<file path="src/rtl/mem_access_unit_pkg.sv">
// Shared MEM-stage definitions: FSM states, RV load/store funct3 codes,
// fault cause codes and mem_ctrl bit positions (also used by EX/MEM and decode).
package riscv_mem_pkg;

  typedef enum logic [1:0] {
    ST_IDLE   = 2'd0,
    ST_REQ    = 2'd1,
    ST_WAIT_R = 2'd2
  } mem_state_e;

  localparam logic [2:0] F3_LB  = 3'b000;
  localparam logic [2:0] F3_LH  = 3'b001;
  localparam logic [2:0] F3_LW  = 3'b010;
  localparam logic [2:0] F3_LBU = 3'b100;
  localparam logic [2:0] F3_LHU = 3'b101;
  localparam logic [2:0] F3_SB  = 3'b000;
  localparam logic [2:0] F3_SH  = 3'b001;
  localparam logic [2:0] F3_SW  = 3'b010;

  localparam logic [1:0] CAUSE_NONE     = 2'b00;
  localparam logic [1:0] CAUSE_MISALIGN = 2'b01;
  localparam logic [1:0] CAUSE_ILLEGAL  = 2'b10;
  localparam logic [1:0] CAUSE_TIMEOUT  = 2'b11;

  localparam int MC_WRITE    = 5;
  localparam int MC_READ     = 4;
  localparam int MC_RSVD     = 3;
  localparam int MC_TYPE_MSB = 2;
  localparam int MC_TYPE_LSB = 0;

  // funct3 encodings that are not a load or store width at all
  function automatic logic f3_illegal(input logic [2:0] f3);
    return (f3 == 3'b011) || (f3 == 3'b110) || (f3 == 3'b111);
  endfunction

endpackage

</file>
<file path="src/rtl/mem_access_unit_lsu_align.sv">
// Combinational lane logic: byte enables and replicated store data, load
// extraction/extension, and the misaligned / illegal access checks.
module lsu_align
  import riscv_mem_pkg::*;
(
  input  logic [2:0]  type_i,
  input  logic [1:0]  addr_lo_i,
  input  logic        mem_read_i,
  input  logic        mem_write_i,
  input  logic [31:0] store_data_i,
  input  logic [31:0] load_raw_i,
  output logic [3:0]  be_o,
  output logic [31:0] wdata_o,
  output logic [31:0] load_data_o,
  output logic        misaligned_o,
  output logic        illegal_o
);

  logic [7:0]  ld_byte;
  logic [15:0] ld_half;

  // store lanes: width comes from funct3[1:0], lane from the low address bits
  always_comb begin
    be_o    = 4'b1111;
    wdata_o = store_data_i;
    case (type_i[1:0])
      2'b00: begin
        be_o    = 4'b0001 << addr_lo_i;
        wdata_o = {4{store_data_i[7:0]}};
      end
      2'b01: begin
        be_o    = 4'b0011 << {addr_lo_i[1], 1'b0};
        wdata_o = {2{store_data_i[15:0]}};
      end
      default: begin
        be_o    = 4'b1111;
        wdata_o = store_data_i;
      end
    endcase
  end

  // load extraction and sign/zero extension
  always_comb begin
    ld_byte = 8'h00;
    case (addr_lo_i)
      2'd0: ld_byte = load_raw_i[7:0];
      2'd1: ld_byte = load_raw_i[15:8];
      2'd2: ld_byte = load_raw_i[23:16];
      default: ld_byte = load_raw_i[31:24];
    endcase
    ld_half = addr_lo_i[1] ? load_raw_i[31:16] : load_raw_i[15:0];
    case (type_i)
      F3_LB:   load_data_o = {{24{ld_byte[7]}}, ld_byte};
      F3_LH:   load_data_o = {{16{ld_half[15]}}, ld_half};
      F3_LBU:  load_data_o = {24'h0, ld_byte};
      F3_LHU:  load_data_o = {16'h0, ld_half};
      default: load_data_o = load_raw_i;
    endcase
  end

  // access legality; illegal takes priority over misalignment in the caller
  always_comb begin
    illegal_o    = (mem_read_i & mem_write_i) | f3_illegal(type_i);
    misaligned_o = ((type_i[1:0] == 2'b01) & addr_lo_i[0]) |
                   ((type_i[1:0] == 2'b10) & (addr_lo_i != 2'b00));
  end

endmodule

</file>
<file path="config.mk">
export PLATFORM = sky130hd
export DESIGN_NAME = lsu_align
export DESIGN_NICKNAME = d
export VERILOG_FILES = /design/src/rtl/mem_access_unit_pkg.sv /design/src/rtl/mem_access_unit_lsu_align.sv
export SDC_FILE = /design/constraint.sdc
export NUM_CORES = 1
export LEC_CHECK = 0
export BUFFER_PORTS_ARGS = -buffer_cell sky130_fd_sc_hd__buf_2
export CORE_MARGIN = 4
export CORE_UTILIZATION = 38
export DETAILED_ROUTE_END_ITERATION = 12
export PLACE_DENSITY_LB_ADDON = 0.25
export SKIP_LAST_GASP = 1
export SYNTH_ARGS = -nofsm -noshare
export SYNTH_HDL_FRONTEND = slang
export SYNTH_SLANG_ARGS = --single-unit
</file>
<file path="constraint.sdc">
create_clock -name vclk -period 3.6
set_clock_uncertainty 0.05 [all_clocks]
set_input_delay 1.08 -clock vclk [all_inputs]
set_output_delay 1.08 -clock vclk [all_outputs]
set_load 0.005 [all_outputs]
</file>
# [Word level (Yosys, flattened, before mapping)]
# Index checks and enable logic that the tools add are counted.
[totals] ff_bits=0 latchBits=0 ram_bits=0 rom_bits=0 input_bits=71 out_inout_bits=70 elab_cells=28 memories=0
[op_classes] n_addsub=0 n_mul=0 n_div=0 n_lt_le_gt_ge=0 n_eq_ne=10 shifts=2 n_mux=5 bitwise=5 reduce_logical=6
[ops] op="$pmux 32 s4" n=1
[ops] op="$pmux 32 s2" n=1
[ops] op="$pmux 8 s3" n=1
[ops] op="$mux 16" n=1
[ops] op="$eq 3x3->1 const B" n=4
[ops] op="$pmux 4 s2" n=1
[ops] op="$eq 2x1->1 const B" n=2
[ops] op="$eq 2x2->1 const B" n=2
[ops] op="$logic_not 2->1" n=2
[ops] op="$shl 1x2->4 const A" n=1
[ops] op="$shl 2x2->4 const A" n=1
[ops] op="$and 1x1->1" n=3
[ops] op="$eq 3x1->1 const B" n=1
[ops] op="$eq 3x2->1 const B" n=1
[ops] op="$logic_not 3->1" n=1
[ops] op="$logic_or 1x1->1" n=2
[ops] op="$or 1x1->1" n=2
[ops] op="$reduce_bool 2->1" n=1

# [Logic depth before layout (Yosys ltp)]
# Gate-level depths: netlist (run 1).
[depth] ltp_word=4 depth_mapped=6 depth_no_buf=4

# [Worst setup path before layout (run 1)]
# OpenSTA, ideal clock, no wires.
[synth_path] path_type="input port to output port" start="input type_i[0]" end="output load_data_o[16]" arrival_time_ns=2.057 required_ns=2.470 slack_ns=0.413 path_stages=6 path_cell_list="buf_6 -> o211ai_1 -> a31oi_1 -> a211oi_2 -> buf_6 -> a21oi_1"
[synth_between] elab_chain_len=2 elab_cells_between_ends=5 cone_classes="eq/ne: 3; mux: 1; reduce/logical: 1"
[synth_lines] item="start, declared" line_no="mem_access_unit_lsu_align.sv:6" text="input logic [2:0] type_i,"
[synth_lines] item="$eq 3x3->1, or another cell as far along" line_no="mem_access_unit_lsu_align.sv:52" text="case (type_i)"
[synth_lines] item="$pmux 32 s4 *" line_no="mem_access_unit_lsu_align.sv:52"
[synth_lines] item="end, declared" line_no="mem_access_unit_lsu_align.sv:14" text="output logic [31:0] load_data_o,"
# Every way passes the cells marked *; elsewhere a longest branch is shown, timed or not.

# [Worst setup path after layout (run 1)]
[layout_path] start="input addr_lo_i[1]" end="output load_data_o[19]"
[layout_between] elab_chain_len=3 elab_cells_between_ends=6 cone_classes="eq/ne: 2; mux: 3; reduce/logical: 1"
[layout_lines] item="start, declared" line_no="mem_access_unit_lsu_align.sv:7" text="input logic [1:0] addr_lo_i,"
[layout_lines] item="$eq 2x2->1, or another cell as far along" line_no="mem_access_unit_lsu_align.sv:45" text="case (addr_lo_i)"
[layout_lines] item="$pmux 8 s3" line_no="mem_access_unit_lsu_align.sv:45"
[layout_lines] item="$pmux 32 s4 *" line_no="mem_access_unit_lsu_align.sv:52"
# Marks and branches as above.

==> results of run 1 <==
## repair_timing
item | in CTS | in global routing
hold endpoints to repair | 0 | 0
endpoints found under the setup margin | 0 | 5
resized for setup | 0 | 1
## stage by stage
stage / std cells / hold slack [ps] / cell area (um^2) / setup slack (ps) / utilization
after floorplan: 180 / 2190 / 1180 / 413 / -
after global placement: 350 / 2320 / 1890 / 179 / 0.656
after detailed placement: 350 / 2320 / 1890 / 150 / 0.656
after CTS: 350 / 2320 / 1890 / 121 / 0.656
after global routing: 350 / 2340 / 1890 / 81.2 / 0.656
final: 350 / 2320 / 1890 / 204 / 0.656
## cell usage in the layout, fill, tap and decap left out, types with 2 or more instances in the layout
cell type    n
a22oi_1      5
o22ai_1      2
nor2_2       3
inv_1       17
a221o_1      2
a21oi_1     28
o21bai_1     3
o21ai_0     16
buf_2      141
nor2b_1      9
nand2_1     19
nand3b_1     2
a221oi_1     2
nor2_1       2
buf_4        8
mux2i_1      9
mux2_2      23
## worst max-delay path, stage by stage
cell and delay [ps]:
buf_2 260, nand3b_1 150, a31oi_1 90, a211oi_2 250
buf_4 230, a21oi_1 60, buf_2 130
## layer usage
layer	vias to the layer above	routed length, um	part of all wire	global-route usage
met4	0	44	0.0095	0.0162
li1	889	-	-	-
met2	77	2360	0.51	0.397
met5	-	0	0	0
met1	773	1780	0.39	0.226
met3	4	427	0.093	0.0455
## logic make-up (layout without fill, tap and decap cells)
family / Yosys count / count (layout)
and+or+nand+nor: 43 / 43
muxes: 33 / 33
AOI/OAI and AO/OA: 64 / 64
buffers and inverters: 39 / 167
xor gates and xnor gates: 1 / 1
## path summary, 6_finish.rpt
check | from | to | slack, ps | cells after the start
worst max-delay path | addr_lo_i[1] | load_data_o[19] | 200 | 7
worst min-delay path | store_data_i[1] | wdata_o[1] | 2320 | 2
## where the power goes
| part | internal (uW) | total [uW] | switching, uW |
|---|---|---|---|
| Sequential | 0 | 0 | 0 |
| Combinational | 133 | 253 | 120 |
| Clock | 0 | 0 | 0 |
## layout make-up
| class | count | area (um^2) | area share |
|---|---|---|---|
| Multi-Input combinational cell | 141 | 986 | 0.522 |
| Tap cell | 42 | 52.6 | 0.0278 |
| Inverter | 17 | 63.8 | 0.0338 |
| Timing Repair Buffer | 150 | 786 | 0.416 |
==> flow_summary.ini, run 1 <==
[synth]
yosysTopAreaCellShare = 0.219
synthMuxAreaShare = 0.308
syn_avg_cell_area_um2 = 6.58
synthAdderAreaFrac = 0
yosysWarnings = 0
netlist_instances = 180
synth-simple-area-share = 0.191
synth_most_common_cell = a21oi_1
yosys-top-cells-count = 28 x a21oi_1, 23 x mux2_2, 19 x nand2_1
yosysSeqAreaShare = 0
synth_top_area_cell = mux2_2
synth_area_um2 = 1180
synth_top_family_by_area = compound AO/OA/AOI/OAI gates
synth_nets = 251
yosys-top-cells-area = mux2_2 22%, a21oi_1 12%, mux2i_1 7.6%, o21ai_0 6.8%, nand2_1 6.0%
yosys.area_share.xor_xnor = 0.00740
synth_compound_area_frac = 0.325
synth_cell_types = 35

[critical_path]
cp-end-kind = output pin
arrival_ps = 2270
required_ps = 2470
cp_max_fo = 16
crit_type = input pin to output pin
start_kind = input pin

[die]
core_area_um2 = 2880
dieArea_um2 = 4070
start_util = 0.411
pin_count = 141
die_w_um = 63.8
num_rows = 19
die_h_um = 63.8

[timing]
rsz0062_at_grt = no
relSlewSlack = 0.776
worst_slew_pin_slew_ps = 333
finalSetupViolCount = 0
period_minus_slack_ps = 3400
final.setup.tns_ps = 0
finalMaxSlewViolations = 0
fin_crit_sh = 0.943
max_freq_mhz = 294
hold_violations = 0

[grt]
grt_pass1_vias = 1581
grt_antenna_before_repair = 0
globalRouteTotalUtil = 0.202
overflow = 0
grt_pass1_wl_um = 7160
grt_max_degree = 49

[clocking]
cts_setup_buffers = 0
cts_hold_buffers = 0

[power]
powerDensity_nw_per_um2 = 134
finalPower_uw = 253
power.leakage_uw = 0.00106
worst_ir_drop_vdd_mv = 0.0746

[drt]
via_count = 1743
viasPerCell = 4.98
drc_errors = 0
final_antenna_net_count = 0
wl_um = 4610
drt_iter0_markers = 118
dr.pass1.iters = 4
routedWlPerCell_um = 13.2

[cells_and_area]
area_growth_pct = 59.5
seq_cell_count = 0
nets = 381
n_clock_buffer = 0
final-seq-area_um2 = 0
fillers = 291
drive_gt1_frac = 0.588
diodes = 0

[status]
status = complete, no violations

[placed_design]
io_buffer_count = 141
gp_congestion = 0.833
hpwl_um = 3930

[job]
cap_violations = 0

[min_path]
hp-class = input pin to output pin
No activity file was read; power rests on OpenSTA's default activity.
==> inputs of run 2 (changes only) <==
- CORE_ASPECT_RATIO: not set -> 1.5
==> run 2 against run 1 <==
Effect of this change: worst setup slack got worse by 150 ps; largest power group unchanged; via count increased by 6.4%; count of clock-buffer cells in the layout unchanged; total power grew 6.7%.
==> flow_summary.ini, run 2 (same netlist as run 1, synthesis figures left out) <==
[status]
status = complete, no violations

[drt]
viasPerCell = 5.18
via_count = 1854
routedWlPerCell_um = 14.0
wl_um = 5010
dr.pass1.iters = 4
final_antenna_net_count = 0
drc_errors = 0
drt_iter0_markers = 34

[grt]
overflow = 0
grt_pass1_wl_um = 7820
globalRouteTotalUtil = 0.233
grt_antenna_before_repair = 0
grt_pass1_vias = 1841
grt_max_degree = 28

[min_path]
hold_start = store_data_i[3]
hp-class = input pin to output pin
hold_depth = 2
whs_endpoint = wdata_o[3]

[timing]
rsz0062_at_grt = yes
relSlewSlack = 0.784
worst_slew_pin_slew_ps = 323
finalMaxSlewViolations = 0
finalSetupViolCount = 0
hold_violations = 0
max_freq_mhz = 282
worst_slack_ps = 57.3
period_minus_slack_ps = 3540
fin_crit_sh = 0.984

[critical_path]
crit_top_cell = buf_2
arrival_ps = 2410
crit_start = addr_lo_i[1]
critPathTopFamily = buffers and inverters
crit_type = input pin to output pin
path_cells = buf_2 -> buf_4 -> inv_1 -> nor2_1 -> and2_1 -> a221o_1 -> buf_2
start_kind = input pin
slowest_delay_ps = 350
cp_slowest_cell = a221o_1
cp-end-kind = output pin
cp_max_fo = 9
required_ps = 2470
cp_num_buf_inv = 4

[cells_and_area]
final_util = 0.674
area_growth_pct = 67.7
final-seq-area_um2 = 0
layout_common_cells = 141 x buf_2, 28 x a21oi_1, 23 x mux2_2, 19 x nand2_1, 19 x buf_4
n_clock_buffer = 0
drive_gt1_frac = 0.608
nets = 392
final_common_cell = buf_2
diodes = 0
seq_cell_count = 0

[die]
start_util = 0.402
die_w_um = 53.6
die_h_um = 76.4
pin_count = 141
dieArea_um2 = 4090
core_area_um2 = 2940
num_rows = 24

[power]
finalPower_uw = 270
worst_ir_drop_vdd_mv = 0.0779
power.leakage_uw = 0.00111
powerDensity_nw_per_um2 = 136

[placed_design]
pre_cts_ws_ps = -175
gp_congestion = 0.841
io_buffer_count = 141
hpwl_um = 4210

[job]
cap_violations = 0
run 2: worst max-delay path by stage:
stage	cells after the start	to
5_1_grt	7	load_data_o[9]
6_report	7	load_data_o[9]
4_1_cts	8	load_data_o[13]
3_3_place_gp	5	load_data_o[25]
3_5_place_dp	5	load_data_o[23]
2_1_floorplan	6	load_data_o[16]
run 2: final cells by class:
class                           instances  area [um^2]
Tap cell                               39         48.8
Fill cell                             311          958
Timing Repair Buffer                  161          868
Multi-Input combinational cell        141         1000
Inverter                               17         63.8
run 2: repair_timing:
item                       4_1_cts  5_1_grt
resized for setup                1        4
pin swaps                        0        1
buffers inserted                 0        1
setup endpoints to repair       16       28
hold buffers                     0        0
run 2: stage by stage:
stage               hold WS, ps  area [um^2]  setup TNS, ps  cells
floorplan                  2190         1180              0    180
global placement           2320         1940          -1300    357
detailed placement         2320         1940          -2190    357
CTS                        2320         1950              0    357
global route               2330         1980          -5.77    358
finish                     2320         1980              0    358
run 2: power by group:
part / switching [uW] / internal, uW / total (uW)
registers: 0 / 0 / 0
logic: 128 / 143 / 270
clock network: 0 / 0 / 0
total: 128 / 143 / 270
run 2: per-layer routing:
layer | up-vias | global-route usage | share of wire
li1 | 915 | - | -
met1 | 831 | 0.251 | 0.35
met2 | 100 | 0.457 | 0.54
met3 | 8 | 0.0333 | 0.10
met4 | 0 | 0.0307 | 0.012
met5 | - | 0 | 0
